==> src/rtl/handshake_sync_tx_if.sv <==
// Bus bundle for the sending side of a 4-phase req/ack CDC link.
// master = transmitter (handshake_sync_tx), slave = source/receiver environment.
interface handshake_sync_tx_if #(
  parameter int DATA_W = 8
);
  logic              src_valid;
  logic [DATA_W-1:0] src_data;
  logic              src_ready;
  logic              ack_b;
  logic              req_a;
  logic [DATA_W-1:0] data_a;
  logic              done;
  logic              err_clr;
  logic              timeout_err;

  modport master (
    input  src_valid, src_data, ack_b, err_clr,
    output src_ready, req_a, data_a, done, timeout_err
  );

  modport slave (
    output src_valid, src_data, ack_b, err_clr,
    input  src_ready, req_a, data_a, done, timeout_err
  );
endinterface

==> src/rtl/handshake_sync_tx.sv <==
// 4-phase req/ack transmitter: takes a word via valid/ready, holds it on data_a
// under req_a, synchronises the receiver's ack and flags stalled phases.
module handshake_sync_tx #(
  parameter int DATA_W      = 8,
  parameter int SYNC_STAGES = 2,
  parameter int TIMEOUT     = 255
) (
  input  logic                clk_a,
  input  logic                rst_a,
  handshake_sync_tx_if.master bus
);

  typedef enum logic [1:0] {
    IDLE,
    REQ,
    REL
  } state_t;

  localparam int CNT_W = (TIMEOUT > 1) ? $clog2(TIMEOUT + 1) : 1;
  localparam logic [CNT_W-1:0] CNT_MAX = CNT_W'(TIMEOUT);

  generate
    if (SYNC_STAGES < 2) begin : g_bad_sync
      $error("SYNC_STAGES must be at least 2");
    end
  endgenerate

  state_t                 state_q;
  logic [SYNC_STAGES-1:0] ack_sync_q;
  logic                   req_q;
  logic                   done_q;
  logic                   err_q;
  logic [DATA_W-1:0]      data_q;
  logic [CNT_W-1:0]       cnt_q;
  logic [CNT_W-1:0]       cnt_d;

  logic ack_sync;
  logic src_ready;
  logic accept;
  logic in_phase;
  logic advance;
  logic err_set;

  assign ack_sync  = ack_sync_q[SYNC_STAGES-1];
  assign src_ready = (state_q == IDLE) && !ack_sync;
  assign accept    = src_ready && bus.src_valid;
  assign in_phase  = (state_q == REQ) || (state_q == REL);

  always_comb begin
    advance = 1'b0;
    case (state_q)
      IDLE:    advance = accept;
      REQ:     advance = ack_sync;
      REL:     advance = !ack_sync;
      default: advance = 1'b1;
    endcase
  end

  always_comb begin
    cnt_d = cnt_q;
    if (advance || !in_phase) begin
      cnt_d = '0;
    end else if (cnt_q != CNT_MAX) begin
      cnt_d = cnt_q + CNT_W'(1);
    end
  end

  // Fire only on the cycle the count reaches the limit so err_clr can take
  // effect while the counter sits saturated in a stalled phase.
  assign err_set = (TIMEOUT != 0) && in_phase && !advance &&
                   (cnt_q != CNT_MAX) && (cnt_d == CNT_MAX);

  always_ff @(posedge clk_a) begin
    if (rst_a) begin
      state_q    <= IDLE;
      ack_sync_q <= '0;
      req_q      <= 1'b0;
      done_q     <= 1'b0;
      err_q      <= 1'b0;
      data_q     <= '0;
      cnt_q      <= '0;
    end else begin
      ack_sync_q <= {ack_sync_q[SYNC_STAGES-2:0], bus.ack_b};
      cnt_q      <= cnt_d;
      done_q     <= 1'b0;

      if (err_set) begin
        err_q <= 1'b1;
      end else if (bus.err_clr) begin
        err_q <= 1'b0;
      end

      case (state_q)
        IDLE: begin
          if (accept) begin
            data_q  <= bus.src_data;
            req_q   <= 1'b1;
            state_q <= REQ;
          end
        end
        REQ: begin
          if (ack_sync) begin
            req_q   <= 1'b0;
            state_q <= REL;
          end
        end
        REL: begin
          if (!ack_sync) begin
            done_q  <= 1'b1;
            state_q <= IDLE;
          end
        end
        default: begin
          req_q   <= 1'b0;
          state_q <= IDLE;
        end
      endcase
    end
  end

  assign bus.src_ready   = src_ready;
  assign bus.req_a       = req_q;
  assign bus.data_a      = data_q;
  assign bus.done        = done_q;
  assign bus.timeout_err = err_q;

endmodule

==> src/flat_wrapper.sv <==
// flat-port wrapper written by rule: the top's interface ports become plain ports
module handshake_sync_tx_flat 
#(
  parameter int DATA_W      = 8,
  parameter int SYNC_STAGES = 2,
  parameter int TIMEOUT     = 255
)
  (clk_a, rst_a, bus_src_valid, bus_src_data, bus_ack_b, bus_err_clr, bus_src_ready, bus_req_a, bus_data_a, bus_done, bus_timeout_err);
  handshake_sync_tx_if #(.DATA_W(DATA_W)) bus_i ();
  input  logic clk_a;
  input  logic rst_a;
  input wire logic [$bits(bus_i.src_valid)-1:0] bus_src_valid;
  input wire logic [$bits(bus_i.src_data)-1:0] bus_src_data;
  input wire logic [$bits(bus_i.ack_b)-1:0] bus_ack_b;
  input wire logic [$bits(bus_i.err_clr)-1:0] bus_err_clr;
  output wire logic [$bits(bus_i.src_ready)-1:0] bus_src_ready;
  output wire logic [$bits(bus_i.req_a)-1:0] bus_req_a;
  output wire logic [$bits(bus_i.data_a)-1:0] bus_data_a;
  output wire logic [$bits(bus_i.done)-1:0] bus_done;
  output wire logic [$bits(bus_i.timeout_err)-1:0] bus_timeout_err;
  assign bus_i.src_valid = bus_src_valid;
  assign bus_i.src_data = bus_src_data;
  assign bus_i.ack_b = bus_ack_b;
  assign bus_i.err_clr = bus_err_clr;
  assign bus_src_ready = bus_i.src_ready;
  assign bus_req_a = bus_i.req_a;
  assign bus_data_a = bus_i.data_a;
  assign bus_done = bus_i.done;
  assign bus_timeout_err = bus_i.timeout_err;
  handshake_sync_tx #(.DATA_W(DATA_W), .SYNC_STAGES(SYNC_STAGES), .TIMEOUT(TIMEOUT)) u_core (.clk_a(clk_a), .rst_a(rst_a), .bus(bus_i));
endmodule
==> config.mk <==
export PLATFORM = sky130hd
export DESIGN_NAME = handshake_sync_tx_flat
export DESIGN_NICKNAME = d
export VERILOG_FILES = /design/src/rtl/handshake_sync_tx_if.sv /design/src/rtl/handshake_sync_tx.sv /design/src/flat_wrapper.sv
export SDC_FILE = /design/constraint.sdc
export NUM_CORES = 1
export LEC_CHECK = 0
export BUFFER_PORTS_ARGS = -buffer_cell sky130_fd_sc_hd__buf_2
export CAP_MARGIN = 0
export CELL_PAD_IN_SITES_DETAIL_PLACEMENT = 1
export CELL_PAD_IN_SITES_GLOBAL_PLACEMENT = 1
export CORE_MARGIN = 8
export CORE_UTILIZATION = 30
export CTS_BUF_LIST = sky130_fd_sc_hd__clkbuf_2
export DETAILED_ROUTE_END_ITERATION = 10
export PLACE_DENSITY_LB_ADDON = 0.12
export SKIP_CTS_REPAIR_TIMING = 1
export SLEW_MARGIN = 5
export SYNTH_ARGS = -nofsm -noshare
export SYNTH_HDL_FRONTEND = slang
export SYNTH_SLANG_ARGS = --single-unit
==> constraint.sdc <==
create_clock -name clk_a -period 2.6 [get_ports clk_a]
set_input_delay 0.52 -clock clk_a [delete_from_list [all_inputs] [get_ports clk_a]]
set_output_delay 0.52 -clock clk_a [all_outputs]
set_load 0.05 [all_outputs]
# After elaboration in Yosys (flattened, before gate mapping)
# Index checks and enable logic that the tools add are counted.
[classes]
eq_ne = 7
bitwise = 1
n_mux = 13
reduce_logical = 16
add_sub_neg = 1
[op_table]
columns = ["operator", "count"]
rows = [
  ["8-bit two-way mux", 2],
  ["8-bit by 1-bit adder with 8-bit output, second input constant", 1],
  ["8-bit equality test, second input constant", 1],
  ["8-bit != test, second input constant", 1],
  ["2-bit two-way mux", 3],
  ["1-bit one-hot mux with 3 select lines", 2],
  ["2-bit one-hot mux with 3 select lines", 1],
  ["3-bit AND reduction", 2],
  ["1-bit logical AND", 5],
  ["1-bit two-way mux", 5],
  ["2-bit by 1-bit != test with 1-bit output, second input constant", 2],
  ["1-bit logical NOT", 3],
  ["2-bit by 1-bit equality test with 1-bit output, second input constant", 1],
  ["2-bit equality test, second input constant", 1],
  ["2-bit logical NOT", 1],
  ["1-bit logical OR", 2],
  ["2-bit != test, second input constant", 1],
  ["2-bit AND reduction", 1],
  ["2-bit nonzero test", 1],
  ["2-bit OR reduction", 1],
  ["1-bit inverter", 1],
]
[word_totals]
reg_bits = 23
elab_cells = 45
inputBits = 13
output_inout_bits = 12

# Depth between registers and ports, before layout
# Gate-level depths: netlist (run 1).
[depth]
depth_word = 9
mapped_depth = 8

# Worst setup path after synthesis (run 1)
# Ideal clock, no wire load.
[synth_timing]
kind = "register to output"
start = "reg u_core.state_q[0]"
end = "out bus_src_ready"
t_arrival_ns = 1.349
stages_incl_launch_ff = 5
path_slack_ns = 0.731
path_buffers = 0
path_cell_list = "dfxtp_1 -> inv_1 -> ha_1 -> inv_1 -> nor2_1"
[synth_via]
elab_chain_len = 2
[synth_lines]
columns = ["element", "line_no", "rtl"]
rows = [
  ["start, declared", "handshake_sync_tx.sv:28", "state_t state_q;"],
  ["start signal, assigned", "handshake_sync_tx.sv:75", "state_q <= IDLE;"],
  ["start signal, assigned", "handshake_sync_tx.sv:98", "state_q <= REQ;"],
  ["start signal, assigned", "handshake_sync_tx.sv:104", "state_q <= REL;"],
  ["2-bit logical NOT", "handshake_sync_tx.sv:45", "assign src_ready = (state_q == IDLE) && !ack_sync;"],
  ["1-bit logical AND", "handshake_sync_tx.sv:45", ""],
  ["end, declared", "flat_wrapper.sv:16", "output wire logic [$bits(bus_i.src_ready)-1:0] bus_src_ready;"],
]
# Every way passes these cells.

# Worst setup path in the final report (run 1)
[layout_timing]
start = "reg u_core.state_q[1]"
end = "out bus_src_ready"
# Same word-level chain as after synthesis.

==> metrics.txt, run 1 <==
result of the run=finished, final reports clean; final-report max-slew violation count=0; wire length per cell=12.65 µm; setup clock skew after layout=0.002023 ns; die span in y=76.38 µm; async set-reset flop share out of synthesis=0; pre-CTS setup slack=0.6599 ns; Total Routing Usage GR=0.09299; most frequent standard cell in the layout excluding fill and tap cells=sky130_fd_sc_hd__nand2_1; number of I/O pins=25; pin count of the biggest net entering global routing=19; initial antenna violation count=0; share of the yosys chip area belonging to registers=0.4211; summed instance area of the synthesized netlist=1094 µm²; Static Leakage=0.0005239 µW; Synth Warn #=0; number of nets in the layout=177; drt first-iter violations=8; global-route wire length before repair=4.505 mm; total via count after detailed routing=952; Unique masters post-synth=32; Worst R2R Setup Slack=0.65 ns; met2 global-route usage=0.1602; GP Congestion=0.7581; Crit Path Category=reg -> out; vias in the first global route=989; Worst Hold Class=in -> reg; placed wire-length estimate after detailed placement=2.055 mm; total power density per cell area=563.3 nW/µm²; most instantiated flip-flop cell in the synthesis netlist=sky130_fd_sc_hd__dfxtp_1; worst vdd ir=0.2286 mV; Finish-stage setup viols=0; chip width=76.38 µm; kind of launch point of the worst setup path=flip-flop; fill cell total of the finished layout=471; post-route cell area=1275 µm²; endpoint arrival time on the critical path=1.52 ns; setup repair after global routing missed its margin=no; met3 Resource Use GR=0.02005; Achievable Freq=0.4894 GHz; post-DR vias/cell=4.644; post-detailed-routing wire length=2.594 mm; Floorplan Core Area=3578 µm²; die footprint=5833 µm²; largest buffer count on any clock path=2; clk_lat worst skew=0.33 ns; Overflow after GRT=0; slack of the critical path=0.5568 ns; H-tree levels=1; global route hottest layer=met2; crit path time final=2.043 ns; FF+latch count, synth=23; worst max-slew margin expressed relative to the limit=0.7004; post-synthesis cell count=133; TritonCTS clock tree=done; max capacitance violation total=0; number of sinks on the clock net=23; fraction of met1 tracks used by global routing=0.1074; CP required=2.08 ns; post-route fraction of the period consumed by the critical path=0.7858; Post-Synthesis Net Count=152; antenna cells=0; most frequent cells in the layout=sky130_fd_sc_hd__nand2_1, sky130_fd_sc_hd__buf_2, sky130_fd_sc_hd__dfxtp_1, sky130_fd_sc_hd__nor2_1, sky130_fd_sc_hd__a21oi_1; Area Growth Syn to Fin=16.59%; kind of capture point of the worst setup path=output pin; starting density of the core=0.3056; TritonCTS Buffers=3; master cell of the clock root buffer=sky130_fd_sc_hd__clkbuf_2; cell area after placement=1255 µm²; final routed DRC violation total=0; clock slew at reported path FFs=0.22 ns; number of core rows=22; Final ANT Viol Nets=0; final hold viol count=0; maximum fanout encountered on the critical timing path=5; final-layout setup total negative slack=0 ns; port bufs=24; share of final-layout standard cells stronger than drive strength 1=0.2102; 1st-pass router iterations=2; count of flip-flops with a built-in enable after synthesis=0; post-synthesis area per instance=8.222 µm²; measured slew at the worst slew-check pin=0.4470 ns
-- worst paths after layout --
path,startpoint,to,depth (start not counted)
max reg2reg,u_core.state_q[1],u_core.bus.timeout_err,7
min reg2reg,u_core.ack_sync_q[0],u_core.ack_sync_q[1],1
max,u_core.state_q[1],bus_src_ready,5
min,bus_src_data[4],u_core.bus.data_a[4],3
-- worst max-delay path, stage by stage (launching register included) --
cell,delay (ns)
sky130_fd_sc_hd__dfxtp_1,0.40
sky130_fd_sc_hd__inv_1,0.11
sky130_fd_sc_hd__ha_1,0.24
sky130_fd_sc_hd__inv_1,0.08
sky130_fd_sc_hd__nor2_1,0.10
sky130_fd_sc_hd__buf_2,0.27
-- cell type report --
cell class              instances  area [µm²]  share of cell area
flip-flops and latches         23       460.4              0.3611
multi-input cells             101       591.8              0.4642
inverters                       4       15.01             0.01178
well taps                      48       60.06             0.04711
repair buffers                 25       127.6              0.1001
clock buffers                   4       20.02             0.01570
-- stage by stage --
stage,power [µW],std cells,hold slack [ns],util
detailed placement,581.0,201,0.4462,0.3507
global placement,577.2,201,0.4326,0.3507
finish,718.2,205,0.3923,0.3563
CTS,737.6,205,0.3598,0.3563
floorplan,532.9,133,0.4138,-
global route,768.3,205,0.3524,0.3563
-- where the power goes --
part	internal, µW	leakage [µW]	switching (µW)
Sequential	373	0.000187	13.8
Clock	40.7	0.0000166	108
Combinational	58.2	0.000320	125
-- routing by layer --
layer | routed length [µm] | vias up
li1 | - | 494
met1 | 1167 | 445
met2 | 1333 | 11
met3 | 81 | 2
met4 | 12 | 0
met5 | 0 | -
-- registers in the layout, indices dropped and copies added, names as in the netlist --
register and flops:
u_core.ack_sync_q 2, u_core.bus.data_a 8, u_core.bus.done 1, u_core.bus.req_a 1
u_core.bus.timeout_err 1, u_core.cnt_q 8, u_core.state_q 2
-- Yosys cell counts (3+ instances only) --
| cell type | number | area [µm²] |
|---|---|---|
| sky130_fd_sc_hd__a21oi_1 | 11 | 55.05 |
| sky130_fd_sc_hd__buf_2 | 3 | 15.01 |
| sky130_fd_sc_hd__dfxtp_1 | 23 | 460.4 |
| sky130_fd_sc_hd__ha_1 | 6 | 75.07 |
| sky130_fd_sc_hd__inv_1 | 4 | 15.01 |
| sky130_fd_sc_hd__mux2i_1 | 5 | 50.05 |
| sky130_fd_sc_hd__nand2_1 | 25 | 93.84 |
| sky130_fd_sc_hd__nand2b_1 | 5 | 31.28 |
| sky130_fd_sc_hd__nand3_1 | 4 | 20.02 |
| sky130_fd_sc_hd__nor2_1 | 14 | 52.55 |
| sky130_fd_sc_hd__nor2b_1 | 3 | 18.77 |
| sky130_fd_sc_hd__nor3_1 | 5 | 25.02 |
| sky130_fd_sc_hd__o21ai_0 | 4 | 20.02 |
| sky130_fd_sc_hd__xor2_1 | 3 | 26.28 |
-- logic make-up (layout without fill, tap and decap cells) --
family / after synthesis / count (layout) / share of synthesized area
adder cells (fa/ha/maj): 6 / 6 / 0.06865
flip-flops: 23 / 23 / 0.4211
AO/OA/AOI/OAI: 19 / 19 / 0.09497
AND/OR/NAND/NOR: 68 / 68 / 0.3078
XOR/XNOR: 3 / 3 / 0.02403
multiplexers: 5 / 5 / 0.04577
buffers and inverters: 9 / 33 / 0.03775
Power figures use the tool's default switching activity.
==> run 2: changes to the inputs <==
--- a/config.mk
+++ b/config.mk
@@ -5,6 +5,7 @@
 export SDC_FILE = /design/constraint.sdc
 export NUM_CORES = 1
 export LEC_CHECK = 0
+export ABC_AREA = 1
 export BUFFER_PORTS_ARGS = -buffer_cell sky130_fd_sc_hd__buf_2
 export CAP_MARGIN = 0
 export CELL_PAD_IN_SITES_DETAIL_PLACEMENT = 1
==> constraint.sdc (replaced) <==
create_clock -name clk_a -period 1.7 [get_ports clk_a]
set_input_delay 0.34 -clock clk_a [delete_from_list [all_inputs] [get_ports clk_a]]
set_output_delay 0.34 -clock clk_a [all_outputs]
set_load 0.05 [all_outputs]
==> metrics.txt, run 2 <==
cell area after placement=1346 µm² (+7.3%); share of final-layout standard cells stronger than drive strength 1=0.3557 (+0.1455); setup repair after global routing missed its margin=no; 1st-pass router iterations=4 (+2); clk_lat worst skew=0.34 ns (about the same); share of the yosys chip area belonging to registers=0.3936 (-0.02747); die footprint=6154 µm² (+5.5%); post-route fraction of the period consumed by the critical path=0.9494; post-synthesis cell count=160 (+20%); crit path time final=1.614 ns; slack of the critical path=0.08595 ns (-0.4709 ns); number of sinks on the clock net=23 (unchanged); starting density of the core=0.3148 (+0.009220); area used by sequential logic in the layout=475.5 µm² (+3.3%); pin count of the biggest net entering global routing=24 (+5); startpoint of the lowest-slack register-to-register path=u_core.cnt_q[0]; clock slew at reported path FFs=0.24 ns (+0.02 ns); total via count after detailed routing=1127 (+18%); Hold Slack=0.1645 ns (-0.2279 ns); r2r endpoint=u_core.bus.timeout_err; proportion of power drawn by flip-flops and latches=0.356 (-0.183); post-synthesis area per instance=7.312 µm² (-11%); max capacitance violation total=0 (unchanged); post-DR vias/cell=4.657 (+0.28%); worst reg2reg path depth=9 (+2); worst max-slew margin expressed relative to the limit=0.7044 (+0.003993); Area Growth Syn to Fin=28.02%; GP Congestion=0.7496 (-1.1%); fill cell total of the finished layout=476 (+1.1%); antenna cells=0 (unchanged); number of I/O pins=25 (unchanged); total power density per cell area=1291 nW/µm² (+130%); final hold viol count=0 (unchanged); top cell types by occurrence after synthesis=sky130_fd_sc_hd__nand2_1, sky130_fd_sc_hd__dfxtp_1, sky130_fd_sc_hd__nor2_1, sky130_fd_sc_hd__a21oi_1, sky130_fd_sc_hd__inv_1; largest buffer count on any clock path=2 (unchanged); post-route cell area=1498 µm² (+17%); Worst Hold Class=in -> reg; source of the critical timing path=u_core.state_q[1]; count of flip-flops with a built-in enable after synthesis=0 (unchanged); kind of launch point of the worst setup path=flip-flop; wire length per cell=12.90 µm (+2.0%); async set-reset flop share out of synthesis=0 (unchanged); Crit Path Category=reg -> out; Unique masters post-synth=25 (-22%); result of the run=finished, final reports clean; Overflow after GRT=0 (unchanged); Worst R2R Setup Slack=0.15 ns (-0.50 ns); Final ANT Viol Nets=0 (unchanged); maximum fanout encountered on the critical timing path=4 (-1); share of the synthesized area in the top cell type=0.3936 (-0.02747); master cell of the clock root buffer=sky130_fd_sc_hd__clkbuf_2; utilization after layout=0.4030 (+0.04674); Critical Path Sink=bus_src_ready; chip width=78.45 µm (+2.7%); summed instance area of the synthesized netlist=1170 µm² (+7.0%); footprint of the multi-input gates=686.9 µm² (+16%); die span in y=78.45 µm (+2.7%); Static Leakage=0.0006584 µW (+26%); final routed DRC violation total=0 (unchanged); Achievable Freq=0.6196 GHz; number of core rows=22 (unchanged); initial antenna violation count=0 (unchanged); most frequent standard cell in the layout excluding fill and tap cells=sky130_fd_sc_hd__nand2_1; drt first-iter violations=51 (+43); top-count cell post-synth=sky130_fd_sc_hd__nand2_1; post-detailed-routing wire length=3.122 mm (+20%); Finish-stage setup viols=0 (unchanged); CP required=1.36 ns (-0.72 ns); endpoint arrival time on the critical path=1.27 ns (-0.25 ns); global-route wire length before repair=5.333 mm (+18%); FF+latch count, synth=23 (unchanged); Synth Warn #=0 (unchanged); share of power burned in the clock network=0.122 (-0.085); most frequent cells in the layout=sky130_fd_sc_hd__nand2_1, sky130_fd_sc_hd__buf_2, sky130_fd_sc_hd__dfxtp_1, sky130_fd_sc_hd__nor2_1, sky130_fd_sc_hd__a21oi_1; kind of capture point of the worst setup path=output pin; worst vdd ir=0.6829 mV (+200%); Total Routing Usage GR=0.1040 (+0.01100); TritonCTS clock tree=done; TritonCTS Buffers=3 (unchanged); Floorplan Core Area=3716 µm² (+3.8%); setup clock skew after layout=0.02214 ns (+0.02012 ns); combinational share of power=0.522 (+0.267); Overall Power=1934 µW (+170%); most instantiated flip-flop cell in the synthesis netlist=sky130_fd_sc_hd__dfxtp_1; pre-CTS setup slack=-0.01402 ns (-0.6739 ns); switching share of power=0.4446 (+0.1018); internal power=1074 µW (+130%); Net Sw Power=859.8 µW (+250%); Post-Synthesis Net Count=179 (+18%); final-report max-slew violation count=0 (unchanged); placed wire-length estimate after detailed placement=2.302 mm (+12%); largest area contributor in the synthesized netlist=sky130_fd_sc_hd__dfxtp_1; vias in the first global route=1162 (+17%); number of nets in the layout=214 (+21%); H-tree levels=1 (unchanged); most area-consuming cells after synthesis=sky130_fd_sc_hd__dfxtp_1, sky130_fd_sc_hd__nand2_1, sky130_fd_sc_hd__ha_1; port bufs=24 (unchanged); measured slew at the worst slew-check pin=0.4434 ns (-0.003554 ns)
==> run 2: changes by cell type after synthesis, moves of 4 or more <==
cell	previous run	this run
sky130_fd_sc_hd__nand2_1	25	49
sky130_fd_sc_hd__inv_1	4	11
sky130_fd_sc_hd__mux2i_1	5	0
sky130_fd_sc_hd__nand2b_1	5	0
sky130_fd_sc_hd__nor2_1	14	19
sky130_fd_sc_hd__nand2_2	0	4
==> run 2: worst min-delay path by stage <==
stage / from / end / slack, ns / depth (start not counted)
after floorplan: u_core.ack_sync_q[0] / u_core.ack_sync_q[1] / 0.39 / 2
after detailed placement: u_core.ack_sync_q[0] / u_core.ack_sync_q[1] / 0.40 / 2
after global routing: bus_ack_b / u_core.ack_sync_q[0] / 0.15 / 3
final: bus_ack_b / u_core.ack_sync_q[0] / 0.16 / 3
after global placement: u_core.ack_sync_q[0] / u_core.ack_sync_q[1] / 0.40 / 2
after CTS: bus_ack_b / u_core.ack_sync_q[0] / 0.15 / 3
==> run 2: area by class of cell <==
class / instances / share of cell area
clock buffer: 4 / 0.01337
inverter: 15 / 0.04094
multi-input combinational: 119 / 0.4586
sequential: 23 / 0.3175
tap: 48 / 0.04010
timing repair buffer: 33 / 0.1295
==> run 2: worst max-delay path: stages, from the launching register on <==
cell and delay [ns]:
sky130_fd_sc_hd__dfxtp_4 0.41, sky130_fd_sc_hd__inv_4 0.07, sky130_fd_sc_hd__ha_4 0.15, sky130_fd_sc_hd__inv_2 0.04, sky130_fd_sc_hd__nor2_2 0.11, sky130_fd_sc_hd__buf_6 0.16
==> run 2: routing by layer <==
| metal | global-route usage | routed length, µm | up-vias |
|---|---|---|---|
| met5 | 0 | 0 | - |
| met4 | 0.03333 | 24 | 0 |
| met3 | 0.03075 | 182 | 2 |
| met2 | 0.1732 | 1443 | 19 |
| met1 | 0.1248 | 1472 | 528 |
| li1 | - | - | 578 |
==> run 2: kinds of logic (layout without fill, tap and decap cells) <==
kind of cell	count (synthesis)	count (layout)	synth area share
DFF	23	23	0.3936
buffers and inverters	18	52	0.06416
AOI/OAI and AO/OA	18	18	0.09091
adders and majority gates	6	6	0.06417
and+or+nand+nor	95	95	0.3872
==> run 2: through the flow <==
stage           TNS, ns  instances
2_1_floorplan         0        160
3_3_place_gp          0        231
3_5_place_dp   -0.01402        231
4_1_cts         -0.2718        235
5_1_grt               0        242
6_report              0        242
==> run 2: power by group through the flow <==
stage                     logic (µW)  registers [µW]  clock network, µW
after global routing            1110             703                264
after CTS                        844             662                255
after floorplan                  515             810                  0
after detailed placement         840             674                  0
final                           1010             689                236
after global placement           821             665                  0
